--- src/rtl/keypad_pkg.sv ---
// Shared types for the matrix keypad scanner: scan FSM states, the key event
// record carried through the event queue, and the key-index mapping.
package keypad_pkg;

   localparam int KEY_CODE_W = 8;

   typedef enum logic [1:0] {
      DRIVE  = 2'd0,
      SETTLE = 2'd1,
      SAMPLE = 2'd2,
      WAIT   = 2'd3
   } scan_state_t;

   typedef struct packed {
      logic [KEY_CODE_W-1:0] code;
      logic                  press;
   } key_event_t;

   localparam int KEY_EVENT_W = $bits(key_event_t);

   // Keys are numbered column-major: all rows of column 0 first.
   function automatic int key_index(input int col_idx, input int row_idx, input int rows);
      return col_idx * rows + row_idx;
   endfunction

endpackage

--- src/rtl/keypad_event_fifo.sv ---
// Event queue for the keypad scanner. Registered head, simultaneous push/pop
// allowed even when full; a push into a full queue without a pop is dropped
// and latches the sticky overflow flag. DEPTH must be a power of two >= 2.
module keypad_event_fifo #(
   parameter int WIDTH = 9,
   parameter int DEPTH = 4
) (
   input  logic             clk,
   input  logic             rst,
   input  logic             push_i,
   input  logic [WIDTH-1:0] push_data_i,
   input  logic             pop_i,
   output logic             valid_o,
   output logic [WIDTH-1:0] data_o,
   output logic             overflow_o
);

   localparam int AW = (DEPTH > 1) ? $clog2(DEPTH) : 1;

   logic [WIDTH-1:0] mem_q [DEPTH];
   logic [AW-1:0]    wr_q, wr_d;
   logic [AW-1:0]    rd_q, rd_d;
   logic [AW:0]      cnt_q, cnt_d;
   logic             ovf_q, ovf_d;
   logic             full;
   logic             do_pop;
   logic             do_push;

   assign full    = (cnt_q == (AW+1)'(DEPTH));
   assign do_pop  = pop_i && (cnt_q != '0);
   assign do_push = push_i && (!full || do_pop);

   assign valid_o    = (cnt_q != '0);
   assign data_o     = mem_q[rd_q];
   assign overflow_o = ovf_q;

   // Pointer, occupancy and overflow next-state.
   always_comb begin
      wr_d  = wr_q;
      rd_d  = rd_q;
      cnt_d = cnt_q;
      ovf_d = ovf_q;
      if (do_push) wr_d = wr_q + AW'(1);
      if (do_pop)  rd_d = rd_q + AW'(1);
      case ({do_push, do_pop})
         2'b10:   cnt_d = cnt_q + (AW+1)'(1);
         2'b01:   cnt_d = cnt_q - (AW+1)'(1);
         default: cnt_d = cnt_q;
      endcase
      if (push_i && full && !do_pop) ovf_d = 1'b1;
   end

   // Queue storage and control registers.
   always_ff @(posedge clk) begin
      if (rst) begin
         wr_q  <= '0;
         rd_q  <= '0;
         cnt_q <= '0;
         ovf_q <= 1'b0;
         for (int i = 0; i < DEPTH; i++) mem_q[i] <= '0;
      end else begin
         wr_q  <= wr_d;
         rd_q  <= rd_d;
         cnt_q <= cnt_d;
         ovf_q <= ovf_d;
         if (do_push) mem_q[wr_q] <= push_data_i;
      end
   end

endmodule

--- src/rtl/matrix_keypad_scan.sv ---
// Matrix keypad scanner: drives one column low per slot, samples each row in
// turn, debounces every key over whole scans and queues press/release events.
// Optional build macro: KEYPAD_GHOST_REJECT_EN -- once two keys are held,
// further presses are held off (likely ghost keys); releases still pass.
//
// state  | meaning
// DRIVE  | slot cycle 0: register one-cold drive for column c
// SETTLE | let the column line settle before sampling
// SAMPLE | one row per cycle, debounce the key at (c, r)
// WAIT   | idle until the last cycle of the slot, then advance c
module matrix_keypad_scan
   import keypad_pkg::*;
#(
   parameter int ROWS           = 4,
   parameter int COLS           = 4,
   parameter int SCAN_CYCLES    = 100000,
   parameter int SETTLE_CYCLES  = 8,
   parameter int DEBOUNCE_SCANS = 3,
   parameter int FIFO_DEPTH     = 4
) (
   input  logic                            clk,
   input  logic                            rst,
   input  logic [ROWS-1:0]                 row,
   output logic [COLS-1:0]                 col,
   output logic                            ev_valid,
   input  logic                            ev_ready,
   output logic [$clog2(ROWS*COLS)-1:0]    ev_code,
   output logic                            ev_press,
   output logic [ROWS*COLS-1:0]            key_state,
   output logic                            overflow
);

   localparam int KEYS   = ROWS * COLS;
   localparam int CODE_W = $clog2(KEYS);
   localparam int SLOT_W = (SCAN_CYCLES > 1) ? $clog2(SCAN_CYCLES) : 1;
   localparam int C_W    = (COLS > 1) ? $clog2(COLS) : 1;
   localparam int R_W    = (ROWS > 1) ? $clog2(ROWS) : 1;
   localparam int DB_W   = $clog2(DEBOUNCE_SCANS + 1);

   scan_state_t       state_q, state_d;
   logic [SLOT_W-1:0] slot_q, slot_d;
   logic [C_W-1:0]    c_q, c_d;
   logic [R_W-1:0]    r_q, r_d;
   logic [COLS-1:0]   col_q, col_d;
   logic              sample_en;

   logic [KEYS-1:0]   key_q, key_d;
   logic [DB_W-1:0]   cnt_q [KEYS];
   logic [DB_W-1:0]   cnt_d [KEYS];
   logic              raw;
   logic              ghost_block;
   logic              push;
   key_event_t        push_ev;
   key_event_t        head_ev;

   // Scan sequencing: slot counter, column/row indices and column drive.
   always_comb begin
      state_d   = state_q;
      slot_d    = slot_q + SLOT_W'(1);
      c_d       = c_q;
      r_d       = r_q;
      col_d     = col_q;
      sample_en = 1'b0;
      case (state_q)
         DRIVE: begin
            col_d   = ~(COLS'(1) << c_q);
            state_d = (SETTLE_CYCLES == 0) ? SAMPLE : SETTLE;
            r_d     = '0;
         end
         SETTLE: begin
            if (slot_q == SLOT_W'(SETTLE_CYCLES)) begin
               state_d = SAMPLE;
               r_d     = '0;
            end
         end
         SAMPLE: begin
            sample_en = 1'b1;
            if (r_q == R_W'(ROWS - 1)) state_d = WAIT;
            else                       r_d     = r_q + R_W'(1);
         end
         WAIT: begin
            if (slot_q == SLOT_W'(SCAN_CYCLES - 1)) begin
               state_d = DRIVE;
               slot_d  = '0;
               c_d     = (c_q == C_W'(COLS - 1)) ? '0 : c_q + C_W'(1);
            end
         end
         default: state_d = DRIVE;
      endcase
   end

   // Scan FSM registers.
   always_ff @(posedge clk) begin
      if (rst) begin
         state_q <= DRIVE;
         slot_q  <= '0;
         c_q     <= '0;
         r_q     <= '0;
         col_q   <= '1;
      end else begin
         state_q <= state_d;
         slot_q  <= slot_d;
         c_q     <= c_d;
         r_q     <= r_d;
         col_q   <= col_d;
      end
   end

   assign raw = ~row[r_q];

`ifdef KEYPAD_GHOST_REJECT_EN
   assign ghost_block = ($countones(key_q) >= 2);
`else
   assign ghost_block = 1'b0;
`endif

   // Per-key debounce of the key currently under the sampler.
   always_comb begin
      key_d   = key_q;
      cnt_d   = cnt_q;
      push    = 1'b0;
      push_ev = '0;
      for (int k = 0; k < KEYS; k++) begin
         if (sample_en && (k == key_index(int'(c_q), int'(r_q), ROWS))) begin
            if (raw == key_q[k]) begin
               cnt_d[k] = '0;
            end else if (cnt_q[k] == DB_W'(DEBOUNCE_SCANS - 1)) begin
               if (raw && ghost_block) begin
                  // Hold the press pending so it lands once the extra keys clear.
                  cnt_d[k] = DB_W'(DEBOUNCE_SCANS - 1);
               end else begin
                  key_d[k]      = raw;
                  cnt_d[k]      = '0;
                  push          = 1'b1;
                  push_ev.code  = KEY_CODE_W'(k);
                  push_ev.press = raw;
               end
            end else begin
               cnt_d[k] = cnt_q[k] + DB_W'(1);
            end
         end
      end
   end

   // Debounced key state and counters.
   always_ff @(posedge clk) begin
      if (rst) begin
         key_q <= '0;
         for (int k = 0; k < KEYS; k++) cnt_q[k] <= '0;
      end else begin
         key_q <= key_d;
         for (int k = 0; k < KEYS; k++) cnt_q[k] <= cnt_d[k];
      end
   end

   keypad_event_fifo #(
      .WIDTH (KEY_EVENT_W),
      .DEPTH (FIFO_DEPTH)
   ) u_fifo (
      .clk         (clk),
      .rst         (rst),
      .push_i      (push),
      .push_data_i (push_ev),
      .pop_i       (ev_ready),
      .valid_o     (ev_valid),
      .data_o      (head_ev),
      .overflow_o  (overflow)
   );

   generate
      if (CODE_W < KEY_CODE_W) begin : g_code_trim
         logic code_hi_unused;
         assign code_hi_unused = |head_ev.code[KEY_CODE_W-1:CODE_W];
      end
   endgenerate

   assign ev_code   = head_ev.code[CODE_W-1:0];
   assign ev_press  = head_ev.press;
   assign key_state = key_q;
   assign col       = col_q;

endmodule

--- config.mk ---
export PLATFORM = sky130hd
export DESIGN_NAME = matrix_keypad_scan
export DESIGN_NICKNAME = d
export VERILOG_FILES = /design/src/rtl/keypad_pkg.sv /design/src/rtl/keypad_event_fifo.sv /design/src/rtl/matrix_keypad_scan.sv
export SDC_FILE = /design/constraint.sdc
export NUM_CORES = 1
export LEC_CHECK = 0
export ABC_AREA = 0
export ABC_CLOCK_PERIOD_IN_PS = 9450
export BUFFER_PORTS_ARGS = -buffer_cell sky130_fd_sc_hd__buf_2
export CAP_MARGIN = 0
export CORE_UTILIZATION = 55
export CTS_BUF_LIST = sky130_fd_sc_hd__clkbuf_8
export DETAILED_ROUTE_END_ITERATION = 10
export PLACE_DENSITY = 0.73
export SETUP_SLACK_MARGIN = 0.05
export SLEW_MARGIN = 20
export SYNTH_ARGS = -nofsm -noshare
export SYNTH_HDL_FRONTEND = slang
export SYNTH_HIERARCHICAL = 1
export SYNTH_SLANG_ARGS = --single-unit
--- constraint.sdc ---
create_clock -name clk -period 9.45 [get_ports clk]
set_input_delay 0.4725 -clock clk [delete_from_list [all_inputs] [get_ports clk]]
set_output_delay 0.4725 -clock clk [all_outputs]
set_load 0.01 [all_outputs]
* Word level (Yosys, flattened, before mapping) *
Memories as Yosys holds them, arrays and structs flattened. A register that Yosys moved wholly into a read port is not among the register bits.
Index checks and enable logic that the tools add are counted.

storage, ports and cells
  register bits after elaboration = 83
  latch bits = 0
  RAM bits = 36
  bits in read-only memories = 0
  input bits = 7
  memories = 1

memories
  memory        depth  bits a word  read ports  clocked after memory_dff  write ports  line                     source
  u_fifo.mem_q  4      9            1           1                         4            keypad_event_fifo.sv:20  logic [WIDTH-1:0] mem_q [DEPTH];

cells by class
  add/sub/neg operators = 24
  multipliers = 0
  divide/modulo/power cells = 0
  $lt $le $gt $ge = 1
  eq/ne operators = 61
  shifts and indexed selects = 1
  mux-type cells = 152
  bitwise gates (word level) = 18
  reductions and logical operators = 48

operators with widths
  cell                                                   number
  two-way mux 9 bit                                      43
  equality test 5 x 32 -> 1 bit (first input constant)   7
  equality test 4 x 32 -> 1 bit (first input constant)   4
  two-way mux 2 bit                                      44
  equality test 3 x 32 -> 1 bit (first input constant)   2
  two-way mux 1 bit                                      59
  AND reduction 3 bit                                    18
  equality test 2 bit (second input constant)            21
  adder 2 x 1 -> 2 bit (second input constant)           20
  two-way mux 17 bit                                     2
  equality test 2 x 32 -> 1 bit (first input constant)   1
  zero test 32 bit                                       1
  logical AND 1 bit                                      20
  adder 17 x 1 -> 17 bit (second input constant)         1
  equality test 17 bit (second input constant)           1
  equality test 17 x 4 -> 1 bit (second input constant)  1
  inverter 1 bit                                         17
  equality test 1 bit                                    16
  OR reduction 9 bit                                     1
  inequality test 2 bit (second input constant)          4
  case mux 2 bit (4 select lines)                        1
  case mux 2 bit (3 select lines)                        1
  case mux 3 bit (2 select lines)                        1
  nonzero test 3 bit                                     2
  15 further kinds                                       17

* Depth between registers and ports, before layout *
  depth in word-level cells = 57
  gate-level depth with buffers = 17

* Modules after synthesis *
Netlist, hierarchy kept.

modules (own cells, without submodules)
  module              times used  cells an instance  area each (µm²)
  matrix_keypad_scan  1           484                4077.7
  keypad_event_fifo   1           140                2039.5

* Worst setup path after synthesis *
Ideal clock, no wire load.

  kind = reg-to-reg
  start point = register r_q[0]
  end point = register u_fifo.cnt_q[2]
  library setup time = 0.071 ns
  data arrival time = 3.274 ns
  path slack = 6.105 ns
  stages on the path, launching flop included = 18
  buffers on the path = 1
  period minus slack after synthesis = 3.345 ns
  cell sequence = dfxtp_1 > buf_6 > inv_1 > ha_1 > nand3_1 > nor3b_1 > a221oi_1 > or2_1 > and2_1 > nand4_1 > nor2b_1 > inv_1 > ha_1 > inv_1 > fa_1 > xor2_1 > or3_1 > a21oi_1

on the way
  word-level cells in the longest chain between the ends = 54
  elaborated cells between the ends (all ways) = 104
  those cells by class = 1 x add/sub; 33 x eq/ne; 50 x mux; 1 x bitwise; 19 x reduce/logical

ends and longest elaborated chain
  item                                                                           line                       source
  from (decl)                                                                    matrix_keypad_scan.sv:43   logic [R_W-1:0] r_q, r_d;
  from (signal assigned)                                                         matrix_keypad_scan.sv:104  r_q <= r_d;
  parallel branches: the longest is 50 deep, another holds adder 4 x 2 -> 5 bit  -
  two-way mux 1 bit *                                                            matrix_keypad_scan.sv:124  if (sample_en && (k == key_index(int'(c_q), int'(r_q), ROWS))) begin
  named net push                                                                 matrix_keypad_scan.sv:52   logic push;
  logical AND 1 bit *                                                            keypad_event_fifo.sv:31    assign do_push = push_i && (!full || do_pop);
  equality test 2 x 1 -> 1 bit or equality test 2 bit (tied branches)            keypad_event_fifo.sv:45    case ({do_push, do_pop})
  case mux 3 bit (2 select lines) or nonzero test 2 bit (tied branches)          -
  to (signal assigned)                                                           keypad_event_fifo.sv:64    cnt_q <= cnt_d;
  to (decl)                                                                      keypad_event_fifo.sv:23    logic [AW:0] cnt_q, cnt_d;

Mark *: on every way through the listed nets, which the timed path passes. The select of a mux whose other input is x is not followed.
A chain may end at the register's enable or synchronous reset.

* Worst setup path after layout *
  start point = register state_q[0]
  end point = register u_fifo.cnt_q[2]

on the way
  word-level cells in the longest chain between the ends = 52
  elaborated cells between the ends (all ways) = 69
  those cells by class = 3 x eq/ne; 48 x mux; 18 x reduce/logical

ends and longest elaborated chain
  item                                                                   line                       source
  from (decl)                                                            matrix_keypad_scan.sv:40   scan_state_t state_q, state_d;
  from (signal assigned)                                                 matrix_keypad_scan.sv:101  state_q <= state_d;
  equality test 2 bit *                                                  matrix_keypad_scan.sv:64   case (state_q)
  two-way mux 1 bit *                                                    matrix_keypad_scan.sv:64
  logical AND 1 bit                                                      matrix_keypad_scan.sv:124
  two-way mux 1 bit                                                      matrix_keypad_scan.sv:124
  two-way mux 1 bit                                                      matrix_keypad_scan.sv:127  end else if (cnt_q[k] == DB_W'(DEBOUNCE_SCANS - 1)) begin
  two-way mux 1 bit                                                      matrix_keypad_scan.sv:125  if (raw == key_q[k]) begin
  two-way mux 1 bit                                                      matrix_keypad_scan.sv:124
  two-way mux 1 bit                                                      matrix_keypad_scan.sv:127
  [... 37 more ...]                                                      -
  two-way mux 1 bit                                                      matrix_keypad_scan.sv:124
  two-way mux 1 bit                                                      matrix_keypad_scan.sv:127
  two-way mux 1 bit                                                      matrix_keypad_scan.sv:125
  two-way mux 1 bit *                                                    matrix_keypad_scan.sv:124
  named net push                                                         matrix_keypad_scan.sv:52
  logical AND 1 bit *                                                    keypad_event_fifo.sv:31
  equality test 2 x 1 -> 1 bit or equality test 2 bit (tied branches)    keypad_event_fifo.sv:45
  case mux 3 bit (2 select lines) or nonzero test 2 bit (tied branches)  -

The timed path passes the listed nets; every way through them passes the cells marked *.

==> out/results.txt <==
dpl hpwl = 8020 um
final WL = 11000 um
antenna cells = 0
First-pass DRT Iterations = 4
Max-slew headroom = 47.2%
Comb power frac = 24.2%
io pins = 34
initial antenna violation count = 0
clk sinks = 105
post-CTS setup buffers = 0
RSZ-0062 raised after global routing = false
Placer Congestion = 0.829
vias in the first global route = 3971
multi-input logic area = 2930 um^2
Worst Hold Class = reg2reg
GR met2 Demand/Resource = 37.9%
Global Route met1 Usage = 29.8%
Reg clk slew, reported paths = 0.11 ns
global-route wire length before repair = 18400 um
FF/Latch Area = 2300 um^2
CTS tree = done
Worst-Skew Late Latency = 0.36 ns
clock skew = 0.0173 ns
static leakage = 2.07 nW
Cell Area, Synth = 5440 um^2
Place WS = 5.12 ns
clock buffer depth = 2
highest-count cells in the layout ignoring fill and taps = nor2_1, dfxtp_1, nand2_1
layout cell share with drive strength beyond 1 = 11.8%
Tmin final = 4.42 ns
post-CTS sizing = 0
synth warn = 6
Slew @ Worst Pin = 0.792 ns
Syn Area/Cell = 9.27 um^2
Int Power = 0.736 mW
fin worst setup slack = 5.03 ns
Placement Rows = 35
Seq pwr share = 50.0%
CTS Buf Count = 9
H-tree levels = 3
drt initial violations = 220
Final Hold Fails = 0
DR vias/cell = 5.72
Pwr Density = 183 nW/um^2
critical path type = reg2reg
Port Buffers = 33
Gate Count Post-Synth = 587
Root Driver = clkbuf_8
Residual DRC = 0
final number of setup-violating endpoints = 0
wire per inst = 14.8 um
Max-Cap Viols = 0
total grt overflow = 0
Req. time, crit path = 9.75 ns
largest net degree at the start of global routing = 71
Hold-fix buffers, CTS = 0
Layout area overhead = 7.43%
fin crit share = 46.7%
Peak VDD IR = 0.0892 mV
startpoint types = flip-flop
Routed Antenna Nets = 0
layout net count = 636
busiest grt layer = met2
total negative setup slack = 0 ns
fmax = 0.226 GHz
Slew Limit Fails = 0
die area = 10300 um^2
Syn Nets = 611
chip width = 101 um
Initial Utilization = 57.8%
met3 usage = 2.90%
Fill cells = 811
Clock Power Share = 25.8%
Crit Path Max Fanout = 23
switching power of the nets = 0.332 mW
GRT Total Usage = 22.4%
Vias = 4265
Data arrival, critical path = 4.72 ns
Core Box Area = 9420 um^2
CP endpoint kind = flip-flop
die height = 101 um
Sw Share = 31.1%
status = finished clean
## power by group through the flow
stage	Sequential [mW]	Clock, mW	Combinational (mW)
3_3_place_gp	0.542	0	0.251
2_1_floorplan	0.531	0	0.215
4_1_cts	0.534	0.282	0.260
5_1_grt	0.541	0.298	0.289
3_5_place_dp	0.544	0	0.258
6_report	0.534	0.276	0.259
## cell type report
type                            count  share of cell area [%]
Clock inverter                      7                    1.18
Sequential cell                   105                    39.4
Timing Repair Buffer               35                    3.08
Clock buffer                        9                    2.12
Inverter                           22                    1.41
Tap cell                          129                    2.76
Multi-Input combinational cell    439                    50.1
## critical path, cell delays in order, from the launching register on
cell and delay (ns):
dfxtp_1 0.34, inv_1 0.12, ha_1 0.69, nand3_1 0.31
nor3b_1 0.53, a221oi_1 0.23, or2_1 0.29, and2_1 0.18
nand4_1 0.19, nor2b_1 0.36, inv_1 0.08, ha_1 0.23
inv_1 0.08, fa_1 0.18, xor2_1 0.08, or3_1 0.31
a21oi_1 0.15
## routing by layer
metal / vias to the layer above / wire length, um
li1: 2143 / -
met1: 2022 / 5210
met2: 91 / 5320
met3: 9 / 404
met4: 0 / 104
met5: - / 0
## registers in the layout, indices dropped and copies added (netlist names), 3 cells and up, named ones only
name,flops
cnt_q,32
key_state,16
col,4
u_fifo/cnt_q,3
slot_q,17
u_fifo/mem_q,20
## through the flow
| step | total power [mW] | hold slack, ns | utilization [%] | cell area [um^2] | std cells |
|---|---|---|---|---|---|
| final | 1.07 | 0.476 | 62.1 | 5850 | 746 |
| after global routing | 1.13 | 0.507 | 62.1 | 5850 | 746 |
| after CTS | 1.08 | 0.475 | 62.1 | 5850 | 746 |
| after detailed placement | 0.803 | 0.458 | 60.1 | 5650 | 730 |
| after global placement | 0.792 | 0.446 | 60.1 | 5650 | 730 |
| after floorplan | 0.746 | 0.438 | - | 5440 | 587 |
## final timing paths
path | startpoint | endpoint | slack, ns | cells past startpoint
max | state_q[0] | u_fifo/cnt_q[2] | 5.03 | 16
min | cnt_q[31] | cnt_q[31] | 0.48 | 2
max reg2reg | state_q[0] | u_fifo/cnt_q[2] | 5.03 | 16
min reg2reg | cnt_q[31] | cnt_q[31] | 0.48 | 2
Power figures use the tool's default switching activity.
